**src/rtl/data_cache.sv**
```systemverilog
// data_cache: direct-mapped, write-through, no-write-allocate data cache.
// Sits between the CPU data port and a word-addressed memory that returns
// whole 4-word lines on reads and accepts single-word writes.
module data_cache #(
  parameter int NUM_LINES      = 4,
  parameter int WORDS_PER_LINE = 4
) (
  input  logic                         Clk,
  input  logic                         Reset,
  input  logic                         d_readM,
  input  logic                         d_writeM,
  input  logic [15:0]                  d_address,
  input  logic [15:0]                  d_wdata,
  output logic [15:0]                  d_rdata,
  output logic                         cacheStall,
  output logic                         mem_readM,
  output logic                         mem_writeM,
  output logic [15:0]                  mem_address,
  output logic [15:0]                  mem_wdata,
  input  logic [16*WORDS_PER_LINE-1:0] mem_rdata,
  input  logic                         mem_ready,
  output logic [15:0]                  hit_count,
  output logic [15:0]                  miss_count
);

  localparam int IW = $clog2(NUM_LINES);
  localparam int OW = $clog2(WORDS_PER_LINE);
  localparam int TW = 16 - IW - OW;
  localparam int LW = 16 * WORDS_PER_LINE;

  typedef enum logic [1:0] {
    S_IDLE  = 2'd0,
    S_FETCH = 2'd1,
    S_FILL  = 2'd2,
    S_WRITE = 2'd3
  } state_t;

  state_t          r_state;
  logic            r_mem_read;
  logic            r_mem_write;
  logic            r_refilled;
  logic [LW-1:0]   r_line;
  logic [15:0]     r_hit_count;
  logic [15:0]     r_miss_count;

  // Line storage: valid, tag and data per line
  logic            r_valid [NUM_LINES];
  logic [TW-1:0]   r_tag   [NUM_LINES];
  logic [LW-1:0]   r_data  [NUM_LINES];

  logic [OW-1:0]   w_offset;
  logic [IW-1:0]   w_index;
  logic [TW-1:0]   w_tag;
  logic            w_hit;
  logic            w_req_wr;
  logic            w_req_rd;
  logic            w_read_hit;
  logic [LW-1:0]   w_sel_line;
  logic [15:0]     w_sel_word;
  logic            w_fill;
  logic            w_write_upd;

  assign w_offset = d_address[OW-1:0];
  assign w_index  = d_address[IW+OW-1:OW];
  assign w_tag    = d_address[15:IW+OW];

  // A simultaneous read and write is treated as a write only
  assign w_req_wr = d_writeM;
  assign w_req_rd = d_readM & ~d_writeM;

  assign w_hit      = r_valid[w_index] && (r_tag[w_index] == w_tag);
  assign w_sel_line = r_data[w_index];
  assign w_sel_word = w_sel_line[{w_offset, 4'b0000} +: 16];

  // Only an IDLE-state read that hits produces data; gated by reset too
  assign w_read_hit = (r_state == S_IDLE) && w_req_rd && w_hit && !Reset;
  assign d_rdata    = w_read_hit ? w_sel_word : 16'h0000;

  assign w_fill      = (r_state == S_FILL);
  assign w_write_upd = (r_state == S_WRITE) && mem_ready && w_hit;

  // Stall the CPU whenever a request cannot be completed this cycle
  always_comb begin
    cacheStall = 1'b0;
    case (r_state)
      S_IDLE:  cacheStall = w_req_wr | (w_req_rd & ~w_hit);
      S_FETCH: cacheStall = 1'b1;
      S_FILL:  cacheStall = 1'b1;
      S_WRITE: cacheStall = ~mem_ready;
      default: cacheStall = 1'b0;
    endcase
    if (Reset) begin
      cacheStall = 1'b0;
    end
  end

  // Line fetches use the line base; word writes use the full address
  assign mem_address = (r_state == S_FETCH) ? {d_address[15:OW], {OW{1'b0}}} : d_address;
  assign mem_wdata   = d_wdata;
  assign mem_readM   = r_mem_read;
  assign mem_writeM  = r_mem_write;
  assign hit_count   = r_hit_count;
  assign miss_count  = r_miss_count;

  genvar gi;
  generate
    for (gi = 0; gi < NUM_LINES; gi++) begin : g_line
      // Valid and tag of one line: cleared on reset, set by a fill
      always_ff @(posedge Clk) begin
        if (Reset) begin
          r_valid[gi] <= 1'b0;
          r_tag[gi]   <= '0;
        end else if (w_fill && (w_index == IW'(gi))) begin
          r_valid[gi] <= 1'b1;
          r_tag[gi]   <= w_tag;
        end
      end

      // Data of one line: whole-line fill, or single-word update on a write hit
      always_ff @(posedge Clk) begin
        if (!Reset) begin
          if (w_fill && (w_index == IW'(gi))) begin
            r_data[gi] <= r_line;
          end else if (w_write_upd && (w_index == IW'(gi))) begin
            r_data[gi][{w_offset, 4'b0000} +: 16] <= d_wdata;
          end
        end
      end
    end
  endgenerate

  // Controller FSM with registered memory strobes and performance counters
  always_ff @(posedge Clk) begin
    if (Reset) begin
      r_state      <= S_IDLE;
      r_mem_read   <= 1'b0;
      r_mem_write  <= 1'b0;
      r_refilled   <= 1'b0;
      r_line       <= '0;
      r_hit_count  <= 16'h0000;
      r_miss_count <= 16'h0000;
    end else begin
      // The first IDLE cycle after a fill re-reads the fresh line; that
      // access was already counted as a miss
      r_refilled <= (r_state == S_FILL);
      case (r_state)
        S_IDLE: begin
          if (w_req_wr) begin
            r_state     <= S_WRITE;
            r_mem_write <= 1'b1;
          end else if (w_req_rd && !w_hit) begin
            r_state      <= S_FETCH;
            r_mem_read   <= 1'b1;
            r_miss_count <= r_miss_count + 16'd1;
          end else if (w_req_rd && w_hit && !r_refilled) begin
            r_hit_count <= r_hit_count + 16'd1;
          end
        end
        S_FETCH: begin
          if (mem_ready) begin
            r_line     <= mem_rdata;
            r_state    <= S_FILL;
            r_mem_read <= 1'b0;
          end
        end
        S_FILL: begin
          r_state <= S_IDLE;
        end
        S_WRITE: begin
          if (mem_ready) begin
            r_state     <= S_IDLE;
            r_mem_write <= 1'b0;
            if (w_hit) begin
              r_hit_count <= r_hit_count + 16'd1;
            end else begin
              r_miss_count <= r_miss_count + 16'd1;
            end
          end
        end
        default: begin
          r_state     <= S_IDLE;
          r_mem_read  <= 1'b0;
          r_mem_write <= 1'b0;
        end
      endcase
    end
  end

endmodule
```
**config.mk**
```make
export PLATFORM = sky130hd
export DESIGN_NAME = data_cache
export DESIGN_NICKNAME = d
export VERILOG_FILES = /design/src/rtl/data_cache.sv
export SDC_FILE = /design/constraint.sdc
export NUM_CORES = 1
export LEC_CHECK = 0
export BUFFER_PORTS_ARGS = -buffer_cell sky130_fd_sc_hd__buf_2
export CAP_MARGIN = 20
export CELL_PAD_IN_SITES_DETAIL_PLACEMENT = 1
export CELL_PAD_IN_SITES_GLOBAL_PLACEMENT = 1
export CORE_MARGIN = 10
export CORE_UTILIZATION = 54
export DETAILED_ROUTE_END_ITERATION = 8
export GPL_TIMING_DRIVEN = 0
export PLACE_DENSITY_LB_ADDON = 0.3
export SYNTH_ARGS = -nofsm -noshare
export SYNTH_HDL_FRONTEND = slang
export SYNTH_SLANG_ARGS = --single-unit
export TNS_END_PERCENT = 1
```
**constraint.sdc**
```tcl
create_clock -name Clk -period 8.56 [get_ports Clk]
set_input_delay 1.712 -clock Clk [delete_from_list [all_inputs] [get_ports Clk]]
set_output_delay 1.712 -clock Clk [all_outputs]
set_load 0.02 [all_outputs]
```
# Word level (Yosys, flattened, before mapping)

Memory sizes are Yosys's and may differ from the RTL's.
Index checks and enable logic that the tools add are counted.
W data, S select, Z words.

Output and inout port bits: 83
Input port bits: 101
Memory bits (writable): 308
Bits in registers: 101
Logic and storage cells: 666
Memories kept: 3

Memory list:

| memory  | words | width | rd ports | clocked after memory_dff | wr ports | RTL line | source |
|---|---|---|---|---|---|---|---|
| r_data  | 4     | 64    | 1        | 0                        | 1        | 49       | `logic [LW-1:0] r_data [NUM_LINES];` |
| r_tag   | 4     | 12    | 1        | 0                        | 4        | 48       | `logic [TW-1:0] r_tag [NUM_LINES];` |
| r_valid | 4     | 1     | 1        | 0                        | 4        | 47       | `logic r_valid [NUM_LINES];` |

Shift operators: 3
Add/sub/neg operators: 3
Mux-type cells: 329
Reductions and logical operators: 34
Bitwise operators: 270
Equality and inequality tests: 17

Operators with widths:

| cell                      | count |
|---|---|
| $mux W64                  | 10 |
| $mux W1                   | 291 |
| $or A1 B1 Y1              | 265 |
| $reduce_or A64 Y1         | 3 |
| $mux W16                  | 10 |
| $pmux W16 S2              | 2 |
| $shift A16 B8 Y64 const A | 1 |
| $shiftx A16 B8 Y64        | 1 |
| $shiftx A64 B7 Y16        | 1 |
| $mux W12                  | 4 |
| $add A16 B1 Y16 const B   | 2 |
| $logic_and A1 B1 Y1       | 17 |
| $mux W2                   | 8 |
| $ne A2 B2 Y1 const B      | 7 |
| $eq A12 B12 Y1            | 1 |
| $eq A2 B2 Y1 const B      | 4 |
| $neg A6 Y8                | 1 |
| $pmux W2 S4               | 1 |
| $reduce_and A3 Y1         | 2 |
| $reduce_and A6 Y1         | 1 |
| $reduce_and A5 Y1         | 1 |
| $eq A2 B1 Y1 const B      | 2 |
| $logic_not A2 Y1          | 2 |
| $ne A2 B1 Y1 const B      | 2 |
| other kinds (10)          | 17 |

# Depth between registers and ports, before layout

An unclocked memory read counts as a cell.

Depth in word-level cells: 14
Mapped depth: 12
Gate-level depth less buffers: 8

# Worst setup path before layout

OpenSTA, ideal clock, no wires.

Path kind: in2out
From: input d_address[2]
To: output d_rdata[0]
Arrival time: 3948 ps
Required time: 6848 ps
Path slack: 2900 ps
Path buffers: 4
Stages on the path: 7
Cells stage by stage: buf_6 > buf_6 > buf_2 > buf_1 > mux4_2 > mux4_2 > and3_1

Word-level cells in the longest chain between the ends: 6
Elaborated cells between the ends (all ways): 9
Classes of those cells: 1 x eq/ne; 1 x shift; 1 x mux; 3 x reduce/logical; 3 x memory

Ends and longest elaborated chain:

| what                                                   | RTL line | source |
|---|---|---|
| start, declared                                        | 12       | `input logic [15:0] d_address,` |
| branches (longest 5 deep; another with $mem_v2 Z4 W64) | n/a      |  |
| $mux W16 (*)                                           | 77       | `assign d_rdata = w_read_hit ? w_sel_word : 16'h0000;` |
| end, declared                                          | 14       | `output logic [15:0] d_rdata,` |

Mark *: on every way between the ends.

# Worst setup path after layout

From: input d_address[3]
To: output d_rdata[6]

The elaborated chain is that of the path after synthesis.

==> results.rst <==
.. list-table::
   :header-rows: 1

   * - Metric
     - Value
   * - DRC violation count after routing
     - 0
   * - Post-layout nets
     - 1851
   * - Post-cts sizing count
     - 0
   * - Placed cell areas
     - 22550 sq um
   * - Remaining global-route overflow
     - 0
   * - Final setup violation count
     - 0
   * - Number of global-route vias before repair
     - 15570
   * - Post-Syn Nets
     - 1623
   * - Post-detailed-route via-to-cell ratio
     - 6.336
   * - Maximum achievable frequency
     - 144.9 MHz
   * - Die area
     - 47180 sq um
   * - Clock-pin transition on the worst setup and hold timing paths
     - 0.06 ns
   * - Peak VDD IR
     - 0.1275 mV
   * - Class of the tightest hold or removal check
     - flip-flop to flip-flop
   * - Clock period minus final worst setup slack
     - 6.902 ns
   * - Worst EP required
     - 6.85 ns
   * - Y dimension of the die
     - 217.2 um
   * - Crit path max fanout
     - 10
   * - Synthesized flop and latch total
     - 409
   * - PwrDens
     - 206.8 nW/um^2
   * - Final period util
     - 0.8063
   * - Worst hold slack after final layout
     - 0.4946 ns
   * - Number of distinct standard cells referenced by the synthesized netlist
     - 58
   * - Post-synth design cell area
     - 21000 sq um
   * - Kind of critical path
     - input port to output port
   * - First-pass iteration count of the detailed router
     - 5
   * - Synth Area per Inst
     - 13.90 sq um
   * - Synth async-reset ratio
     - 0
   * - Placeable core region
     - 38560 sq um
   * - Number of standard cells after synthesis
     - 1511
   * - Worst slack at placement
     - 1.782 ns
   * - Final Wtd Congestion
     - 0.8962
   * - Global-route wire length before repair
     - 105000 um
   * - Main synth FF type
     - edfxtp_1
   * - Clock tree buffer depth
     - 3
   * - Clk_skew
     - 0.02980 ns
   * - Clock insertion delay at the later pin of the skew report
     - 0.60 ns
   * - Post-route antenna net violation count
     - 0
   * - Slew Viols, Final
     - 0
   * - Type of element capturing the critical path
     - output port
   * - Yosys top cell area share
     - 0.4390
   * - Setup Fix Bufs, Post-CTS
     - 0
   * - Clk sink count
     - 409
   * - Inserted Clock Buffers
     - 45
   * - Hold Fails Final Rpt
     - 0
   * - Cell taking the most area after synthesis
     - edfxtp_1
   * - Total routing resource utilization after global routing
     - 0.3003
   * - Max_slew headroom
     - 0.2202
   * - Worst path setup slack after routing
     - 1.658 ns
   * - Summed area of non-filler cells in the final layout
     - 24070 sq um
   * - Synth-to-Final Area Change
     - 14.61%
   * - Number of input and output port buffers inserted
     - 180
   * - Setup Total Neg Slack
     - 0 ns
   * - Top cells by count, synth
     - 307 x edfxtp_1, 178 x nand2_1, 123 x mux2_2
   * - RSZ-0062 raised after global routing
     - no
   * - Number of flops mapped to enable cells by yosys
     - 307
   * - Total vias in the final route
     - 14560
   * - # hold bufs at CTS
     - 0
   * - Slew at the pin closest to its max-slew limit
     - 1.167 ns
   * - Initial antenna violation count
     - 9
   * - Iteration-0 DRC count of the detailed router
     - 1519
   * - Dpl hpwl
     - 48910 um
   * - Initial cell density of the core
     - 0.5447
   * - Maximum number of pins on one net before global-route repair
     - 17
   * - CTS tree
     - yes
   * - Routed Wire Length
     - 71860 um
   * - Share of layout cells above drive strength 1
     - 0.3609
   * - Data arrival time of the critical path
     - 5.19 ns
   * - I/O pin total
     - 184
   * - Number of cell rows
     - 72
   * - Count of H-tree levels built during CTS
     - 2
   * - Number of max-cap violations
     - 0
   * - Post-detailed-route wirelength per cell
     - 31.27 um
   * - Clk root buf
     - clkbuf_16
   * - Width of the die
     - 217.2 um
   * - Ranking of synthesized cells by area
     - edfxtp_1 44%, dfxtp_1 9.7%, mux4_2 9.5%, mux2_4 7.0%, mux2_2 6.6%
   * - YS warnings
     - 0
   * - Startpoint types
     - input port
   * - Total leakage power
     - 0.009649 uW
   * - Post-synthesis sequential area ratio
     - 0.5362
   * - Result of the run
     - finished clean
   * - Most common cell in the synthesized netlist
     - edfxtp_1
-- power by group --
part           leakage [uW]  switching (uW)  internal [uW]
combinational       0.00511             400            259
clock              0.000732             833           1170
sequential          0.00381            69.8           2240
total               0.00965            1300           3670
-- registers in the layout, indices dropped and copies added, names as in the netlist --
name,flops
r_data,256
r_line,64
r_tag,48
hit_count,16
miss_count,16
r_valid,4
r_state,2
mem_readM,1
mem_writeM,1
r_refilled,1
-- metal layers --
layer | wire [um] | track usage
met4 | 3717 | 0.1568
met3 | 6259 | 0.06824
met2 | 35470 | 0.5023
met5 | 0 | 0
met1 | 26420 | 0.3572
-- metrics by stage --
step,std cells,utilization,total power [uW]
2_1_floorplan,1511,-,2730
3_3_place_gp,2209,0.5848,2942
5_1_grt,2296,0.6241,5101
4_1_cts,2293,0.6236,4964
6_report,2298,0.6242,4977
3_5_place_dp,2209,0.5850,2984
-- cell type report --
type | instances | area, sq um
flip-flops and latches | 409 | 11260
inverters | 16 | 60.06
clock buffers | 71 | 1350
fillers | 3818 | 14490
diodes | 4 | 10.01
repair buffers | 181 | 915.9
clock inverters | 13 | 138.9
multi-input cells | 963 | 8932
plain buffers | 123 | 752.0
well taps | 518 | 648.1
-- critical path, cell delays in order --
cell and delay [ns]:
buf_2 0.27, buf_2 0.32, buf_1 0.68, buf_1 0.76, mux4_2 0.50, mux4_2 0.48, and3_1 0.26, buf_2 0.18
-- layout by cell type (no fill, tap or decap), types with 4 or more instances in the layout --
master       n
nand3_4     16
nor3_1       4
nand2_1    178
or4_1       11
mux2_4      98
xnor2_1     14
inv_1       15
clkbuf_8     8
nand4_1     11
nor2_1      35
buf_6       18
buf_2      186
edfxtp_1   307
clkbuf_16   47
clkbuf_1    65
mux4_2      89
and2_1      78
mux2_2     123
and3_1      56
nand2b_1     4
dfxtp_1    102
clkinv_1     4
nor2b_1     16
mux2i_1      8
o31ai_1      6
diode_2      4
nand3_1     16
o21ai_0      9
mux2_1      46
clkinv_2     5
a21oi_1     82
ha_1        11
buf_1       15
o211ai_1     5
buf_4       32
nor4_1       6
-- final timing paths --
kind	start	end	slack [ns]	cells after the start
min	r_valid[2]$_DFF_P_	r_valid[2]$_DFF_P_	0.49	2
max reg2reg	r_state[0]$_SDFFE_PP0P_	r_data[3][17]$_DFFE_PP_	4.69	8
min reg2reg	r_valid[2]$_DFF_P_	r_valid[2]$_DFF_P_	0.49	2
max	d_address[3]	d_rdata[6]	1.66	8
-- logic make-up after synthesis --
logic type,share of synthesized area
compound gates,0.03485
xor+xnor,0.007090
fa+ha+maj,0.006554
buf+inv,0.03867
flops,0.5362
mux,0.2600
simple gates,0.1167
No activity file was read; power rests on OpenSTA's default activity.
